<file path="config.mk">
export PLATFORM = sky130hd
export DESIGN_NAME = pipeline_hazard_ctrl
export DESIGN_NICKNAME = d
export VERILOG_FILES = /design/src/rtl/pipeline_hazard_ctrl_pkg.sv /design/src/rtl/pipeline_hazard_ctrl_sat_counter.sv /design/src/rtl/pipeline_hazard_ctrl.sv
export SDC_FILE = /design/constraint.sdc
export NUM_CORES = 1
export LEC_CHECK = 0
export BUFFER_PORTS_ARGS = -buffer_cell sky130_fd_sc_hd__buf_2
export CORE_MARGIN = 1
export CORE_UTILIZATION = 54
export DETAILED_ROUTE_END_ITERATION = 16
export PLACE_DENSITY = 0.77
export SYNTH_ARGS = -nofsm -noshare
export SYNTH_HDL_FRONTEND = slang
export SYNTH_SLANG_ARGS = --single-unit
</file>
<file path="constraint.sdc">
create_clock -name clk_i -period 2.2 [get_ports clk_i]
set_input_delay 0.44 -clock clk_i [delete_from_list [all_inputs] [get_ports clk_i]]
set_output_delay 0.44 -clock clk_i [all_outputs]
set_load 0.01 [all_outputs]
</file>
<file path="src/rtl/pipeline_hazard_ctrl_pkg.sv">
`default_nettype none
// ============================================================================
// Module   : pipeline_hazard_ctrl_pkg
// Brief    : Shared types and constants for the pipeline hazard controller.
// Revision : 1.0 - initial release
// ============================================================================
package pipeline_hazard_ctrl_pkg;

    // Sequencer state: running normally, or frozen on an outstanding memory access.
    typedef enum logic [0:0] {
        RUN      = 1'b0,
        MEM_WAIT = 1'b1
    } state_t;

    // Register $0 is hard-wired to zero, so it never carries a real dependency.
    localparam logic [4:0] REG_ZERO      = 5'd0;
    localparam int         DEFAULT_CNT_W = 16;

endpackage : pipeline_hazard_ctrl_pkg
`default_nettype wire

</file>
<file path="src/rtl/pipeline_hazard_ctrl_sat_counter.sv">
`default_nettype none
// ============================================================================
// Module   : hazard_sat_counter
// Brief    : Saturating up-counter used for hazard performance statistics.
// Revision : 1.0 - initial release
// ============================================================================
module hazard_sat_counter
    import pipeline_hazard_ctrl_pkg::*;
#(
    parameter int CNT_W = DEFAULT_CNT_W
) (
    input  logic             clk_i,
    input  logic             rst_i,
    input  logic             inc_i,
    output logic [CNT_W-1:0] cnt_o
);

    // Count enabled cycles; stick at all-ones rather than wrapping.
    always_ff @(posedge clk_i or negedge rst_i) begin
        if (!rst_i) begin
            cnt_o <= '0;
        end else if (inc_i && (cnt_o != {CNT_W{1'b1}})) begin
            cnt_o <= cnt_o + 1'b1;
        end
    end

endmodule : hazard_sat_counter
`default_nettype wire

</file>
<file path="src/rtl/pipeline_hazard_ctrl.sv">
`default_nettype none
// ============================================================================
// Module   : pipeline_hazard_ctrl
// Brief    : Stall/flush sequencer for the 5-stage pipeline: load-use stalls,
//            taken-branch flushes, memory-wait freeze and hazard counters.
// Revision : 1.0 - initial release
// ============================================================================
module pipeline_hazard_ctrl
    import pipeline_hazard_ctrl_pkg::*;
#(
    parameter int CNT_W       = DEFAULT_CNT_W,
    parameter int MEM_TIMEOUT = 64
) (
    input  logic             clk_i,
    input  logic             rst_i,
    input  logic             MemRead_IDEX_i,
    input  logic [4:0]       RTaddr_IDEX_i,
    input  logic [4:0]       RSaddr_IFID_i,
    input  logic [4:0]       RTaddr_IFID_i,
    input  logic             UseRT_IFID_i,
    input  logic             Branch_taken_i,
    input  logic             mem_access_i,
    input  logic             dmem_ack_i,
    output logic             dmem_req_o,
    output logic             PC_write_o,
    output logic             IFID_write_o,
    output logic             IFID_flush_o,
    output logic             IDEX_flush_o,
    output logic             freeze_o,
    output logic             mem_err_o,
    output logic [CNT_W-1:0] ldstall_cnt_o,
    output logic [CNT_W-1:0] flush_cnt_o,
    output logic [CNT_W-1:0] memwait_cnt_o
);

    localparam logic [CNT_W-1:0] TIMEOUT    = CNT_W'(MEM_TIMEOUT);
    localparam logic [CNT_W-1:0] TIMEOUT_M1 = CNT_W'(MEM_TIMEOUT - 1);

    state_t           state;
    state_t           state_nxt;
    logic [CNT_W-1:0] wait_cnt;
    logic             freeze;
    logic             load_use;
    logic             ldstall_evt;
    logic             flush_evt;

    // Freeze is Mealy: an ack in the same cycle lets the pipeline advance at once.
    assign freeze   = mem_access_i & ~dmem_ack_i;
    assign load_use = MemRead_IDEX_i && (RTaddr_IDEX_i != REG_ZERO) &&
                      ((RTaddr_IDEX_i == RSaddr_IFID_i) ||
                       (UseRT_IFID_i && (RTaddr_IDEX_i == RTaddr_IFID_i)));

    assign flush_evt   = Branch_taken_i & ~freeze;
    assign ldstall_evt = load_use & ~Branch_taken_i & ~freeze;

    // State register; reset aborts any outstanding wait.
    always_ff @(posedge clk_i or negedge rst_i) begin
        if (!rst_i) begin
            state <= RUN;
        end else begin
            state <= state_nxt;
        end
    end

    // Next-state logic and pipeline control decode (freeze > branch > load-use).
    always_comb begin
        state_nxt    = state;
        dmem_req_o   = mem_access_i;
        PC_write_o   = 1'b1;
        IFID_write_o = 1'b1;
        IFID_flush_o = 1'b0;
        IDEX_flush_o = 1'b0;
        freeze_o     = 1'b0;

        case (state)
            RUN:      if (mem_access_i && !dmem_ack_i) state_nxt = MEM_WAIT;
            MEM_WAIT: if (dmem_ack_i)                  state_nxt = RUN;
            default:                                   state_nxt = RUN;
        endcase

        if (freeze) begin
            freeze_o     = 1'b1;
            PC_write_o   = 1'b0;
            IFID_write_o = 1'b0;
        end else if (Branch_taken_i) begin
            IFID_flush_o = 1'b1;
            IDEX_flush_o = 1'b1;
        end else if (load_use) begin
            PC_write_o   = 1'b0;
            IFID_write_o = 1'b0;
            IDEX_flush_o = 1'b1;
        end
    end

    // Wait-cycle counter and sticky timeout flag; counter restarts on each new wait.
    always_ff @(posedge clk_i or negedge rst_i) begin
        if (!rst_i) begin
            wait_cnt  <= '0;
            mem_err_o <= 1'b0;
        end else if (state == RUN) begin
            wait_cnt <= '0;
        end else if (!dmem_ack_i) begin
            if (wait_cnt != TIMEOUT) begin
                wait_cnt <= wait_cnt + 1'b1;
            end
            if (wait_cnt == TIMEOUT_M1) begin
                mem_err_o <= 1'b1;
            end
        end
    end

    hazard_sat_counter #(.CNT_W(CNT_W)) u_ldstall_cnt (
        .clk_i (clk_i),
        .rst_i (rst_i),
        .inc_i (ldstall_evt),
        .cnt_o (ldstall_cnt_o)
    );

    hazard_sat_counter #(.CNT_W(CNT_W)) u_flush_cnt (
        .clk_i (clk_i),
        .rst_i (rst_i),
        .inc_i (flush_evt),
        .cnt_o (flush_cnt_o)
    );

    hazard_sat_counter #(.CNT_W(CNT_W)) u_memwait_cnt (
        .clk_i (clk_i),
        .rst_i (rst_i),
        .inc_i (freeze),
        .cnt_o (memwait_cnt_o)
    );

endmodule : pipeline_hazard_ctrl
`default_nettype wire
</file>
==> qor.yml, run 1 <==
sta:
  period_share_pct: 97.4
  final_max_slew_viol_count: 0
  slew_headroom_pct: 68.1
  finClkSkew_ns: 0.00852
  tns_ns: 0
  hold_viol: 0
  setup_viol: 0
  rsz0062_at_grt: "no"
  max_freq_mhz: 466
  fin_crit_ns: 2.14
  worstMarginPinSlew_ns: 0.478
critical_path:
  path_common_cell: "buf_2"
  cp_cell_sequence: "buf_2 -> or4_1 -> o21ai_2 -> nor2_1 -> o21a_1 -> buf_2"
  path_max_fanout: 3
  worstSetupStartpointType: "input port"
  crit_type: "input port to output port"
  crit_slowest_cell: "or4_1"
  critical_path.startpoint: "RTaddr_IDEX_i[1]"
  slowest_delay_ns: 0.58
  cp_top_family: "simple AND/OR/NAND/NOR gates"
  crit_required_ns: 1.76
  crit_buf_inv: 2
  worstPathArrival_ns: 1.70
  worstReg2RegStart: "u_ldstall_cnt.cnt_o[0]$_DFFE_PN0P_"
  cp-end-kind: "output port"
routing:
  firstDrtPassIters: 4
  drt_iter0_drc: 156
  wirelength_mm: 7.04
  drtAntennaViolNets: 0
  drc: 0
  wl_per_cell_microns: 14.2
  vias_per_cell: 5.36
  vias: 2663
yosys:
  async_flop_share_pct: 100
  synth_area_leaders: "dfrtp_1, xor2_1, xnor2_1"
  synthesis.nets: 355
  yosysUniqueCellTypes: 46
  synth_ff_type: "dfrtp_1"
  synth_top_area_cell: "dfrtp_1"
  yosysSeqAreaShare_pct: 48.0
  synthTopCellsByCount: "dfrtp_1, xor2_1, xnor2_1"
  syn_avg_cell_area_sq_um: 10.5
  synthesis.instances: 328
  synth_warnings: 0
  synth_edf_count: 0
  ys_ff_latch: 66
  synth_most_common_cell: "dfrtp_1"
  synthesis.area_sq_um: 3440
  synth_top_area_share_pct: 48.0
clock_network:
  clk_transition_reported_paths_ns: 0.07
  cts_hold_buf: 0
  clkSinkCount: 66
  cts-root-buf: "clkbuf_8"
  cts_tree: "built"
  cts_buffers: 9
  clock_latency_ns: 0.33
  cts_buffer_depth: 2
  htree_levels: 3
floorplan:
  die_h_microns: 81.8
  ios: 77
  die_x_microns: 81.8
  die_area_sq_um: 6700
  rows: 28
  start_util_pct: 57.1
  core_area_sq_um: 6030
global_route:
  grt_pass1_wl_mm: 11.3
  gr-total-overflow: 0
  grt_pass1_vias: 2539
  grt_antenna_before_repair: 0
  grt_max_degree: 67
  grtUsageTotal_pct: 22.4
final_layout:
  layout-area-overhead-vs-synth_pct: 20.0
  n_antenna_cell: 0
  seqCellArea_sq_um: 1650
  finish.instance_area_sq_um: 4130
  fillers: 489
  fin_nets: 444
  multi_input_area_sq_um: 1730
  drive_above_1_share_pct: 27.3
status:
  status: "complete, no violations"
pwr:
  peakVddDrop_uv: 752
  leakage_uw: 0.00209
  power.density_nw_per_um2: 709
  p_int_uw: 2030
  clkPwrFrac_pct: 30.1
  swShare_pct: 30.8
  combPwrFrac_pct: 18.8
  seqPwrFrac_pct: 51.2
  switchingPower_uw: 902
placed_design:
  place_congestion: 0.789
  placed_area_sq_um: 3950
  io_buffers: 76
  dp_hpwl_mm: 5.05
job:
  drv_cap: 0
worst_hold_path:
  hold_path_class: "input port to asynchronous set/reset pin"
layout by cell type (no fill, tap or decap), drive strengths merged, types with 3 or more instances in the layout:
| cell type | netlist | final |
|---|---|---|
| and2 | 12 | 12 |
| and3 | 4 | 4 |
| and4 | 7 | 7 |
| buf | 4 | 84 |
| clkbuf | 2 | 11 |
| clkinv | 0 | 3 |
| dfrtp | 66 | 66 |
| ha | 5 | 5 |
| inv | 7 | 7 |
| mux2 | 4 | 4 |
| nand2 | 25 | 25 |
| nand2b | 4 | 4 |
| nand3 | 22 | 22 |
| nand4 | 15 | 15 |
| nor2 | 24 | 24 |
| nor3 | 15 | 15 |
| nor4 | 10 | 10 |
| nor4b | 4 | 4 |
| o211ai | 3 | 3 |
| o21a | 4 | 4 |
| o21ai | 6 | 6 |
| xnor2 | 26 | 26 |
| xor2 | 40 | 40 |
power by group through the flow:
stage / logic (uW) / clock network, uW / registers [uW]
6_report: 549 / 880 / 1500
2_1_floorplan: 254 / 0 / 1550
3_3_place_gp: 536 / 0 / 1510
4_1_cts: 552 / 900 / 1500
5_1_grt: 610 / 961 / 1520
3_5_place_dp: 554 / 0 / 1510
worst paths after layout:
kind,end,slack [ns],depth (start not counted)
worst min-delay path,wait_cnt[3]$_DFFE_PN0P_,0.12,2
max in group asynchronous,u_flush_cnt.cnt_o[11]$_DFFE_PN0P_,1.81,2
worst max register to register,u_ldstall_cnt.cnt_o[1]$_DFFE_PN0P_,0.13,6
min in group clk_i,state$_DFF_PN0_,0.35,3
worst min register to register,mem_err_o$_DFFE_PN0P_,0.47,1
worst max-delay path,IDEX_flush_o,0.06,6
flip-flops by register name (all words and copies together), names as in the netlist:
name / cells
u_ldstall_cnt.cnt_o: 16
u_flush_cnt.cnt_o: 16
u_memwait_cnt.cnt_o: 16
state: 1
mem_err_o: 1
wait_cnt: 16
layer usage:
| layer | GRT usage (%) | wire length (microns) | vias to the layer above |
|---|---|---|---|
| met5 | 0 | 0 | - |
| met4 | 6.84 | 51 | 0 |
| met3 | 7.00 | 317 | 6 |
| met2 | 35.1 | 3420 | 55 |
| met1 | 29.4 | 3250 | 1274 |
| li1 | - | - | 1328 |
kinds of logic (layout without fill, tap and decap cells):
logic type	Yosys count	count (layout)	synth area share, %
and+or+nand+nor	154	154	25.7
xor gates and xnor gates	66	66	16.8
DFF	66	66	48.0
AOI/OAI and AO/OA	19	19	4.33
buffers and inverters	13	107	1.78
adders and majority gates	5	5	1.82
muxes	5	5	1.60
worst reg2reg max path, delay by kind of cell, from the launching register on:
kind	cells	cell delay, ns
and+or+nand+nor	3	0.80
DFF	1	0.41
muxes	1	0.31
AOI/OAI and AO/OA	1	0.25
adders and majority gates	1	0.19
timing repair:
item,4_1_cts,5_1_grt
resized for setup,0,2
setup buffers,0,1
endpoints found under the setup margin,0,3
through the flow:
stage	power [uW]	utilization, %	std cells	hold WS, ns	worst slack (ns)
after floorplan	1800	-	328	0.144	0.113
after global placement	2040	65.5	480	0.462	0.0350
after detailed placement	2070	65.5	480	0.461	0.0125
after CTS	2950	68.3	496	0.121	0.00863
after global routing	3090	68.5	497	0.139	0.000894
final	2930	68.5	497	0.116	0.0563
area by class of cell:
| class | count | area share [%] |
|---|---|---|
| clock buffers | 11 | 3.42 |
| clock inverters | 5 | 0.727 |
| inverters | 7 | 0.636 |
| multi-input cells | 249 | 42.0 |
| flip-flops and latches | 66 | 40.0 |
| well taps | 75 | 2.27 |
| repair buffers | 84 | 11.0 |
No activity file was read; power rests on OpenSTA's default activity.
==> run 2: changes to the inputs <==
PLACE_DENSITY = 0.78   (was 0.77)
==> run 2 against run 1 <==
Effect of this change: clock-buffer cell count fell by 1; register-to-register slack hardly changed; cell count fell by 0.80%; global-route usage is 0.23 points higher; via count is 1.7% higher; die area stayed put; hold slack worse by 0.014 ns; critical endpoint unchanged; largest power group unchanged.
==> qor.yml, run 2 (same netlist as run 1, synthesis figures left out) <==
final_layout:
  drive_above_1_share_pct: 26.8
  stdcell_count: 493
  final_cell_mix: "buf_2, dfrtp_1, xor2_1"
  layout_commonest_cell: "buf_2"
  fin_util_pct: 68.3
  fin_nets: 442
  layout-area-overhead-vs-synth_pct: 19.5
  fillers: 499
  n_antenna_cell: 0
routing:
  drtAntennaViolNets: 0
  firstDrtPassIters: 4
  drc: 0
  drt_iter0_drc: 134
  vias_per_cell: 5.49
  vias: 2707
  wl_per_cell_microns: 14.0
  wirelength_mm: 6.91
clock_network:
  htree_levels: 3
  clk_transition_reported_paths_ns: 0.07
  clock_latency_ns: 0.33
  cts_buffer_depth: 2
  cts_buffers: 9
  post_cts_buffers: 0
  cts_hold_buf: 0
  cts_tree: "built"
  cts.repair.resized: 0
  clkSinkCount: 66
  cts-root-buf: "clkbuf_8"
pwr:
  peakVddDrop_uv: 671
  power_uw: 2890
  power.density_nw_per_um2: 702
  leakage_uw: 0.00209
critical_path:
  worstPathArrival_ns: 1.68
  crit_slowest_cell: "or4_1"
  worstSetupStartpointType: "input port"
  slowest_delay_ns: 0.59
  crit_type: "input port to output port"
  crit_required_ns: 1.76
  cp_cell_sequence: "buf_2 -> or4_1 -> o21ai_2 -> nor2_1 -> o21a_1 -> buf_2"
  path_common_cell: "buf_2"
  reg2reg_slack_ns: 0.14
  cp-end-kind: "output port"
  path_max_fanout: 3
global_route:
  grt_pass1_vias: 2537
  grt_max_degree: 67
  grtUsageTotal_pct: 22.6
  gr-total-overflow: 0
  grt_antenna_before_repair: 0
  grt_pass1_wl_mm: 11.6
placed_design:
  io_buffers: 76
  dpl.cell_count: 479
  place_congestion: 0.793
  dp_hpwl_mm: 5.12
sta:
  finClkSkew_ns: 0.0109
  tns_ns: 0
  final_max_slew_viol_count: 0
  slew_headroom_pct: 65.8
  hold_ws_ns: 0.102
  worstMarginPinSlew_ns: 0.509
  rsz0062_at_grt: "no"
  max_freq_mhz: 472
  period_share_pct: 96.3
  hold_viol: 0
  fin_crit_ns: 2.12
  setup_viol: 0
job:
  drv_cap: 0
floorplan:
  die_x_microns: 81.8
  core_area_sq_um: 6030
  start_util_pct: 57.1
  rows: 28
  die_h_microns: 81.8
  ios: 77
  die_area_sq_um: 6700
worst_hold_path:
  hold_path_class: "input port to asynchronous set/reset pin"
status:
  status: "complete, no violations"
run 2: critical path, delay by kind of cell:
family | cells | cell delay [ns]
AOI/OAI and AO/OA | 2 | 0.33
and+or+nand+nor | 2 | 0.65
buffers and inverters | 2 | 0.25
run 2: power breakdown:
part / switching [uW] / internal [uW]
Clock: 424 / 419
Combinational: 291 / 253
Sequential: 159 / 1340
Total: 874 / 2010
run 2: final timing paths:
check                                                        start                            endpoint  cells after the start
worst min register to register               mem_err_o$_DFFE_PN0P_               mem_err_o$_DFFE_PN0P_                      1
worst max-delay path                              RTaddr_IDEX_i[1]                        IDEX_flush_o                      6
worst max register to register  u_ldstall_cnt.cnt_o[7]$_DFFE_PN0P_  u_ldstall_cnt.cnt_o[1]$_DFFE_PN0P_                      5
worst min-delay path                                         rst_i             wait_cnt[2]$_DFFE_PN0P_                      2
max in group asynchronous                                    rst_i            wait_cnt[11]$_DFFE_PN0P_                      2
min in group clk_i                                    mem_access_i                     state$_DFF_PN0_                      3
run 2: cell type report:
class / count / area, sq um / area share (%)
sequential: 66 / 1650 / 40.2
clock inverter: 4 / 20.0 / 0.487
tap: 75 / 93.8 / 2.28
multi-input combinational: 249 / 1730 / 42.1
timing repair buffer: 82 / 450 / 11.0
clock buffer: 10 / 138 / 3.35
inverter: 7 / 26.3 / 0.639
run 2: stage by stage:
step / worst slack [ns] / cell area, sq um
2_1_floorplan: 0.113 / 3440
3_3_place_gp: 0.0629 / 3950
3_5_place_dp: 0.0450 / 3950
4_1_cts: 0.0431 / 4110
5_1_grt: 0.00886 / 4110
6_report: 0.0820 / 4110
run 2: layer usage:
metal	share of wire [%]	track usage (%)
met5	0	0
met4	1.5	8.77
met3	3.4	5.00
met2	49	35.0
met1	46	30.7
